<file path="src/rtl/voq_scheduler.sv">
// voq_scheduler
// Round-robin (iSLIP, single iteration) crossbar scheduler sitting on top of
// the per-ingress virtual output queue units. Each time slot runs
// GRANT -> ACCEPT -> ISSUE -> HOLD(SLOT_CYCLES). It pulses a dequeue on every
// matched ingress and holds the crossbar configuration for the transfer window.
//
// Ports:
//   clk              clock
//   rst_n            asynchronous active-low reset
//   sched_en         level, allows new slots to start
//   voq_empty        bit i*EGRESS_CNT+e : VOQ e of ingress i is empty
//   voq_dequeue_en   one-cycle dequeue pulse per ingress (ISSUE cycle)
//   voq_dequeue_sel  field i : VOQ to dequeue at ingress i
//   xbar_valid       egress e is connected this slot
//   xbar_in_sel      field e : ingress driving egress e
//   slot_start       one-cycle pulse in the GRANT cycle of each slot
//   busy             high in every state except IDLE
module voq_scheduler #(
  parameter int INGRESS_CNT = 4,
  parameter int EGRESS_CNT  = 4,
  parameter int SLOT_CYCLES = 32,
  localparam int IW = (INGRESS_CNT > 1) ? $clog2(INGRESS_CNT) : 1,
  localparam int EW = (EGRESS_CNT > 1) ? $clog2(EGRESS_CNT) : 1,
  localparam int CW = $clog2(SLOT_CYCLES + 1)
) (
  input  logic                          clk,
  input  logic                          rst_n,
  input  logic                          sched_en,
  input  logic [INGRESS_CNT*EGRESS_CNT-1:0] voq_empty,
  output logic [INGRESS_CNT-1:0]        voq_dequeue_en,
  output logic [INGRESS_CNT*EW-1:0]     voq_dequeue_sel,
  output logic [EGRESS_CNT-1:0]         xbar_valid,
  output logic [EGRESS_CNT*IW-1:0]      xbar_in_sel,
  output logic                          slot_start,
  output logic                          busy
);

  localparam logic [2:0] S_IDLE   = 3'd0;
  localparam logic [2:0] S_GRANT  = 3'd1;
  localparam logic [2:0] S_ACCEPT = 3'd2;
  localparam logic [2:0] S_ISSUE  = 3'd3;
  localparam logic [2:0] S_HOLD   = 3'd4;

  logic [2:0]             state;
  logic [CW-1:0]          slot_cnt;

  logic [IW-1:0]          g_ptr   [EGRESS_CNT];
  logic [EW-1:0]          a_ptr   [INGRESS_CNT];

  logic [EGRESS_CNT-1:0]  gnt_valid;
  logic [IW-1:0]          gnt_sel [EGRESS_CNT];
  logic [EGRESS_CNT-1:0]  gnt_valid_d;
  logic [IW-1:0]          gnt_sel_d [EGRESS_CNT];

  logic [INGRESS_CNT-1:0] acc_valid_d;
  logic [EW-1:0]          acc_sel_d [INGRESS_CNT];

  logic [INGRESS_CNT-1:0] in_valid;
  logic [EW-1:0]          in_sel  [INGRESS_CNT];
  logic [EGRESS_CNT-1:0]  eg_valid;
  logic [IW-1:0]          eg_sel  [EGRESS_CNT];

  logic                   xbar_active;

  // Round-robin position: base+off reduced modulo n. base < n and off < n,
  // so one conditional subtraction is enough even for non-power-of-two n.
  function automatic int wrap_add(input int base, input int off, input int n);
    int s;
    s = base + off;
    return (s >= n) ? s - n : s;
  endfunction

  // Grant: each egress takes the first requesting ingress at or after g[e].
  // gnt_valid_d[e] doubles as the "already found" flag for the search.
  always_comb begin
    gnt_valid_d = '0;
    for (int e = 0; e < EGRESS_CNT; e++) begin
      gnt_sel_d[e] = '0;
      for (int k = 0; k < INGRESS_CNT; k++) begin
        if (!gnt_valid_d[e] &&
            !voq_empty[wrap_add(int'(g_ptr[e]), k, INGRESS_CNT)*EGRESS_CNT + e]) begin
          gnt_valid_d[e] = 1'b1;
          gnt_sel_d[e]   = IW'(wrap_add(int'(g_ptr[e]), k, INGRESS_CNT));
        end
      end
    end
  end

  // Accept: each ingress takes the first granting egress at or after a[i].
  always_comb begin
    acc_valid_d = '0;
    for (int i = 0; i < INGRESS_CNT; i++) begin
      acc_sel_d[i] = '0;
      for (int k = 0; k < EGRESS_CNT; k++) begin
        if (!acc_valid_d[i] &&
            gnt_valid[wrap_add(int'(a_ptr[i]), k, EGRESS_CNT)] &&
            gnt_sel[wrap_add(int'(a_ptr[i]), k, EGRESS_CNT)] == IW'(i)) begin
          acc_valid_d[i] = 1'b1;
          acc_sel_d[i]   = EW'(wrap_add(int'(a_ptr[i]), k, EGRESS_CNT));
        end
      end
    end
  end

  // Slot sequencing. sched_en only matters in IDLE and on the last HOLD cycle,
  // so dropping it mid-slot still lets the current transfer finish.
  always_ff @(posedge clk or negedge rst_n) begin
    if (!rst_n) begin
      state    <= S_IDLE;
      slot_cnt <= '0;
    end else begin
      case (state)
        S_IDLE:   if (sched_en) state <= S_GRANT;
        S_GRANT:  state <= S_ACCEPT;
        S_ACCEPT: state <= S_ISSUE;
        S_ISSUE: begin
          state    <= S_HOLD;
          slot_cnt <= '0;
        end
        S_HOLD: begin
          if (slot_cnt == CW'(SLOT_CYCLES - 1)) begin
            state <= sched_en ? S_GRANT : S_IDLE;
          end else begin
            slot_cnt <= slot_cnt + 1'b1;
          end
        end
        default:  state <= S_IDLE;
      endcase
    end
  end

  // Match registers and iSLIP pointers. Pointers move only for accepted
  // pairs; an ungranted or unaccepted egress keeps its pointer.
  always_ff @(posedge clk or negedge rst_n) begin
    if (!rst_n) begin
      gnt_valid <= '0;
      in_valid  <= '0;
      eg_valid  <= '0;
      for (int e = 0; e < EGRESS_CNT; e++) begin
        g_ptr[e]   <= '0;
        gnt_sel[e] <= '0;
        eg_sel[e]  <= '0;
      end
      for (int i = 0; i < INGRESS_CNT; i++) begin
        a_ptr[i]  <= '0;
        in_sel[i] <= '0;
      end
    end else if (state == S_GRANT) begin
      gnt_valid <= gnt_valid_d;
      for (int e = 0; e < EGRESS_CNT; e++) gnt_sel[e] <= gnt_sel_d[e];
    end else if (state == S_ACCEPT) begin
      in_valid <= acc_valid_d;
      eg_valid <= '0;
      for (int e = 0; e < EGRESS_CNT; e++) eg_sel[e] <= '0;
      for (int i = 0; i < INGRESS_CNT; i++) begin
        if (acc_valid_d[i]) begin
          in_sel[i]              <= acc_sel_d[i];
          eg_valid[acc_sel_d[i]] <= 1'b1;
          eg_sel[acc_sel_d[i]]   <= IW'(i);
          g_ptr[acc_sel_d[i]]    <= IW'(wrap_add(i, 1, INGRESS_CNT));
          a_ptr[i]               <= EW'(wrap_add(int'(acc_sel_d[i]), 1, EGRESS_CNT));
        end
      end
    end
  end

  // Output decode: dequeue only in ISSUE, crossbar from ISSUE through HOLD.
  always_comb begin
    xbar_active     = (state == S_ISSUE) || (state == S_HOLD);
    voq_dequeue_en  = (state == S_ISSUE) ? in_valid : '0;
    xbar_valid      = xbar_active ? eg_valid : '0;
    voq_dequeue_sel = '0;
    xbar_in_sel     = '0;
    for (int i = 0; i < INGRESS_CNT; i++) voq_dequeue_sel[i*EW +: EW] = in_sel[i];
    for (int e = 0; e < EGRESS_CNT; e++) begin
      if (xbar_active && eg_valid[e]) xbar_in_sel[e*IW +: IW] = eg_sel[e];
    end
    slot_start = (state == S_GRANT);
    busy       = (state != S_IDLE);
  end

endmodule
</file>
<file path="config.mk">
export PLATFORM = sky130hd
export DESIGN_NAME = voq_scheduler
export DESIGN_NICKNAME = d
export VERILOG_FILES = /design/src/rtl/voq_scheduler.sv
export SDC_FILE = /design/constraint.sdc
export NUM_CORES = 1
export LEC_CHECK = 0
export CORE_MARGIN = 4
export CORE_UTILIZATION = 50
export CTS_CLUSTER_DIAMETER = 120
export DETAILED_ROUTE_END_ITERATION = 6
export PLACE_DENSITY = 0.77
export SYNTH_ARGS = -nofsm -noshare
export SYNTH_HDL_FRONTEND = slang
export SYNTH_SLANG_ARGS = --single-unit
</file>
<file path="constraint.sdc">
create_clock -name clk -period 2.69 [get_ports clk]
set_clock_uncertainty 0.15 [all_clocks]
set_input_delay 0.269 -clock clk [delete_from_list [all_inputs] [get_ports clk]]
set_output_delay 0.269 -clock clk [all_outputs]
set_load 0.05 [all_outputs]
</file>
==> impl_metrics.ini, run 1 <==
[run]
cap_violations = 0

[die]
pin_count = 45
dieArea_um2 = 9350
die_x_um = 96.7
die_y_um = 96.7
initial_core_util_pct = 51.2
design.core.area_um2 = 7690
rows = 32

[power_and_ir_drop]
clock_power_share_pct = 11.9
combPwrFrac_pct = 56.3
p_leak_nw = 2.13
p_int_w = 0.00305
switching_share_pct = 46.9
p_switching_w = 0.00269
pwr-share-seq_pct = 31.7
power_density_nw_per_um2 = 1190
ir_drop_mv = 0.608

[logic_synthesis]
synth_top_area_cell = dfrtp_1
synth_seq_cells = 61
synth_area_leaders = dfrtp_1 39%, ha_1 5.4%, a21oi_1 3.7%
yosys-top-cells-count = 61 x dfrtp_1, 29 x a21oi_1, 26 x nor2_1
synth_warnings = 0
avgSynthCellArea_um2 = 9.54
syn_nets = 448
async_flop_share_pct = 100
synth_area_um2 = 3930
yosysMostFrequentCell = dfrtp_1
synthesis.instances = 412
synth-edff-count = 0
synth_seq_area_share_pct = 38.8
synth.distinct_cells = 68
yosysTopAreaCellShare_pct = 38.8
synthFlopType = dfrtp_1

[timing]
finalSetupTns_ns = 0
rsz0062_at_grt = no
fmax_ghz = 0.386
fin_crit_ns = 2.59
finalCritPeriodShare_pct = 96.3
hold_violations = 0
worst_pin_slew_ns = 0.804
slew_violations = 0
slew_headroom_pct = 45.7
setup_viol = 0

[grt]
grtUsageTotal_pct = 21.2
grt_pass1_wl_mm = 16.1
grt_max_degree = 62
antenna_found_initial = 0
grt_remaining_overflow = 0
grt_pass1_vias = 3304

[final_layout]
multi_input_area_um2 = 2220
fin_util_pct = 62.5
fillCellCount = 671
regArea_um2 = 1530
nets = 493
area_growth_pct = 22.1
drive_gt1_share_pct = 18.2
antenna_cells = 0

[critical_path]
cp.arrival_ns = 2.67
crit_fanout = 11
worstPathRequired_ns = 2.77
crit_path_start_kind = flip-flop
critPathCaptureType = flip-flop
path_class = reg -> reg

[clock_network]
clockBufferDepth = 2
tritoncts = yes
clock_latency_ns = 0.35
numCtsBuffers = 9
clk_pin_slew_ns = 0.07
cts_root_buf = clkbuf_8
htreeDepth = 3
numClockSinks = 61

[route]
postRouteWirelength_mm = 9.88
viasPerCell = 6.17
drt_iter0_drc = 223
via_count = 3478
firstDrtPassIters = 5
ant_nets = 0
wl_per_cell_um = 17.5
drc = 0

[status]
outcome = complete, no violations

[place]
gp_congestion = 0.974
dp.final_hpwl_mm = 7.40
portBuffers = 44

[hold_path]
hold_path_class = in -> async
==> power groups by stage <==
| stage | Sequential (W) | Combinational (W) | Clock [W] |
|---|---|---|---|
| after floorplan | 0.00175 | 0.00221 | 0 |
| after global placement | 0.00178 | 0.00311 | 0 |
| after detailed placement | 0.00182 | 0.00318 | 0 |
| after CTS | 0.00180 | 0.00321 | 0.000700 |
| after global routing | 0.00189 | 0.00351 | 0.000742 |
| final | 0.00182 | 0.00323 | 0.000685 |
==> worst max-delay path, stage by stage, from the launching register on <==
cell	delay (ns)
dfrtp_2	0.49
nand3b_1	0.27
or3_1	0.43
a21oi_2	0.21
inv_1	0.09
ha_1	0.24
o41a_1	0.17
a21o_2	0.21
a22o_1	0.21
==> layout by cell type (no fill, tap or decap), drive strengths merged, types with 6 or more instances in the layout <==
cell           synthesis  final
a41oi                  6      6
and2                  11     11
inv                   23     23
and3                  14     14
ha                    17     17
or2                    6      6
o31ai                  6      6
o21ai                 20     20
nor2                  26     26
mux2                  13     13
clkdlybuf4s50          0     26
nand3                  7      7
buf                    6     33
o41ai                 11     11
a21o                  13     13
o21a                  10     10
o41a                   6      6
nor3b                  6      6
and3b                  8      8
nand2b                 6      6
clkbuf                20     11
a21oi                 29     29
o221ai                 6      6
nand2                 17     17
dfrtp                 61     61
nand3b                 6      6
a31oi                  8      8
==> layout make-up <==
type	instances	share of cell area, %
tap	102	2.66
multi-input combinational	302	46.2
clock buffer	11	2.74
timing repair buffer	60	14.1
inverter	23	1.80
clock inverter	5	0.573
sequential	61	31.9
==> path summary, 6_finish.rpt <==
path                        startpoint  cells past startpoint  slack [ns]           to
setup / recovery            gnt_sel[2]                      8         0.1     g_ptr[5]
setup reg to reg            gnt_sel[2]                      8         0.1     g_ptr[5]
min in group clk           in_valid[1]                      1        0.32  in_valid[1]
hold / removal                   rst_n                      3        0.31  slot_cnt[0]
max in group asynchronous        rst_n                      3        1.81   gnt_sel[2]
hold reg to reg            in_valid[1]                      1        0.32  in_valid[1]
==> per-layer routing <==
metal | up-vias | track usage, % | share of wire [%]
met5 | - | 0 | 0
met4 | 0 | 8.64 | 2.8
met3 | 30 | 5.55 | 6.0
met2 | 123 | 34.2 | 48
met1 | 1685 | 27.1 | 43
li1 | 1640 | - | -
==> cell families (layout without fill, tap and decap cells) <==
logic type | Yosys count | count (layout) | synth area share (%)
multiplexers | 13 | 13 | 3.91
buffers and inverters | 49 | 99 | 5.19
flip-flops | 61 | 61 | 38.8
AND/OR/NAND/NOR | 129 | 129 | 20.0
adder cells (fa/ha/maj) | 17 | 17 | 5.41
XOR/XNOR | 3 | 3 | 0.668
AO/OA/AOI/OAI | 140 | 140 | 26.0
==> what timing repair did <==
| item | 4_1_cts | 5_1_grt |
|---|---|---|
| resized for setup | 1 | 5 |
| buffers inserted | 0 | 1 |
| endpoints found under the setup margin | 1 | 17 |
| endpoints found under the hold margin | 61 | 0 |
| gates cloned | 0 | 0 |
| hold buffers | 1 | 0 |
==> sequential cells by signal (all words and copies together) (netlist names) <==
name,count
a_ptr,8
eg_sel,8
g_ptr,8
gnt_sel,8
voq_dequeue_sel,8
slot_cnt,6
eg_valid,4
gnt_valid,4
in_valid,4
state,3
==> through the flow <==
stage          hold WS (ns)  total power, W  instances  setup slack, ns  area (um^2)
6_report              0.310         0.00574        564           0.0992         4800
2_1_floorplan        -0.177         0.00396        412            0.245         3930
3_3_place_gp          0.153         0.00489        546           0.0658         4610
5_1_grt               0.350         0.00614        564          0.00758         4800
3_5_place_dp          0.155         0.00500        546           0.0308         4610
4_1_cts               0.310         0.00571        563           0.0601         4780
(Power assumes the default switching activity.)
==> run 2: changes to the inputs <==
Settings changed: CAP_MARGIN set to 20.
==> results of run 2 <==
No change in the layout: final DEF, timing and power equal those of run 1.
==> run 3: changes to the inputs <==
Clock period 2.69 ns to 2.4 ns, I/O delays scaled along.
==> impl_metrics.ini, run 3 (synthesis results as in run 1) <==
[run]
cap_violations = 0

[clock_network]
htreeDepth = 3
numClockSinks = 61
clock_latency_ns = 0.36
clk_pin_slew_ns = 0.07
cts_root_buf = clkbuf_8
tritoncts = yes
clockBufferDepth = 2
numCtsBuffers = 9

[critical_path]
cp.arrival_ns = 2.45
crit_chain = nand3b_1, a21o_1, a221oi_2, buf_4, ha_1, o41ai_2, a32oi_1, o22ai_1
crit_family = compound AO/OA/AOI/OAI gates
crit_fanout = 8
r2r-end = g_ptr[0]
r2r-start = gnt_sel[1]
critPathBufInv = 1
cp-startpoint = gnt_sel[1]
crit_path_start_kind = flip-flop
critPathCaptureType = flip-flop
worstPathRequired_ns = 2.48
r2r_setup_slack_ns = 0.03
cpPeakStageDelay_ns = 0.45
slowest_stage = dfrtp_2
reg2reg_depth = 8
path_class = reg -> reg

[final_layout]
area_growth_pct = 37.3
nets = 536
drive_gt1_share_pct = 31.7
final_design_area_no_fill_um2 = 5400
layout_common_cells = 57 x buf_4, 53 x dfrtp_1, 26 x clkdlybuf4s50_1
layout_commonest_cell = buf_4
antenna_cells = 0

[grt]
grt_remaining_overflow = 0
grtUsageTotal_pct = 24.0
grt_pass1_wl_mm = 18.3
antenna_found_initial = 0
grt_pass1_vias = 3688
grt_max_degree = 31

[die]
pin_count = 45
die_y_um = 96.7
design.core.area_um2 = 7690
dieArea_um2 = 9350
rows = 32
die_x_um = 96.7
initial_core_util_pct = 51.2

[power_and_ir_drop]
p_leak_nw = 2.41
p_int_w = 0.00423
switching_share_pct = 44.6
power_density_nw_per_um2 = 1410
clock_power_share_pct = 13.7
pwr-share-seq_pct = 26.2
p_switching_w = 0.00340
combPwrFrac_pct = 60.1
ir_drop_mv = 1.00

[timing]
fin_crit_ns = 2.37
setup_viol = 0
hold_ws_ns = 0.0698
worst_pin_slew_ns = 0.654
hold_violations = 0
rsz0062_at_grt = yes
finalCritPeriodShare_pct = 98.7
slew_violations = 0
fmax_ghz = 0.422
slew_headroom_pct = 55.8

[route]
postRouteWirelength_mm = 11.3
viasPerCell = 6.10
wl_per_cell_um = 18.7
firstDrtPassIters = 4
via_count = 3700
ant_nets = 0
drc = 0
drt_iter0_drc = 215

[place]
portBuffers = 44
dp.final_hpwl_mm = 8.26
gp_congestion = 0.952
postPlaceCellArea_um2 = 4920

[status]
outcome = complete, no violations

[hold_path]
hold_path_class = in -> async
## run 3: changes by cell type in the layout (fill, tap and decap cells not counted), moves of 4 or more
cell      before  now
clkinv_2       4    0
o41ai_1        9    5
buf_12        13   17
a21oi_2        1    5
dfrtp_2        3    8
a21oi_1       28   23
o21ai_0       20   16
dfrtp_1       58   53
buf_4         19   57
## run 3: worst max path at each step
stage / endpoint / depth (start not counted)
after floorplan: eg_sel[6] / 7
after global placement: g_ptr[0] / 8
after detailed placement: g_ptr[0] / 8
after CTS: eg_valid[1] / 9
after global routing: eg_valid[0] / 9
final: g_ptr[0] / 8
## run 3: metal layers
layer	global-route usage, %	vias to the layer above	wire length, um
met2	39.5	141	5560
met5	0	-	0
met4	11.6	0	358
li1	-	1731	-
met3	5.05	35	622
met1	29.9	1793	4800
## run 3: area by class of cell
cell class / count / area [um^2]
clock buffer: 11 / 141
sequential: 61 / 1540
timing repair buffer: 103 / 1050
inverter: 23 / 86.3
multi-input combinational: 302 / 2370
clock inverter: 5 / 83.8
tap: 102 / 128
fill: 576 / 2290
## run 3: worst reg2reg max path, cell delays in order, from the launching register on
cell and delay (ns):
dfrtp_2 0.45, nand3b_1 0.23, a21o_1 0.20, a221oi_2 0.29, buf_4 0.19, ha_1 0.18, o41ai_2 0.13, a32oi_1 0.30
o22ai_1 0.12
## run 3: power by group through the flow
stage	clock network (W)	registers, W	logic, W
final	0.00105	0.00200	0.00458
after global routing	0.00111	0.00206	0.00492
after CTS	0.00105	0.00197	0.00417
after detailed placement	0	0.00198	0.00408
after global placement	0	0.00193	0.00399
after floorplan	0	0.00197	0.00249
## run 3: what timing repair did
item | in CTS | in global routing
hold endpoints to repair | 61 | 0
endpoints found under the setup margin | 12 | 18
pin swaps | 4 | 13
hold buffers | 1 | 0
setup buffers | 0 | 10
resized for setup | 10 | 34
## run 3: through the flow
stage               cells  TNS, ns  setup WS (ns)  total power, W  utilization, %
floorplan             412        0        0.00318         0.00446               -
global placement      580  -0.0157        -0.0157         0.00593            64.0
detailed placement    580   -0.269        -0.0828         0.00606            64.0
CTS                   597        0       0.000424         0.00719            67.6
global route          607   -0.471        -0.0805         0.00809            70.2
finish                607        0         0.0317         0.00762            70.2
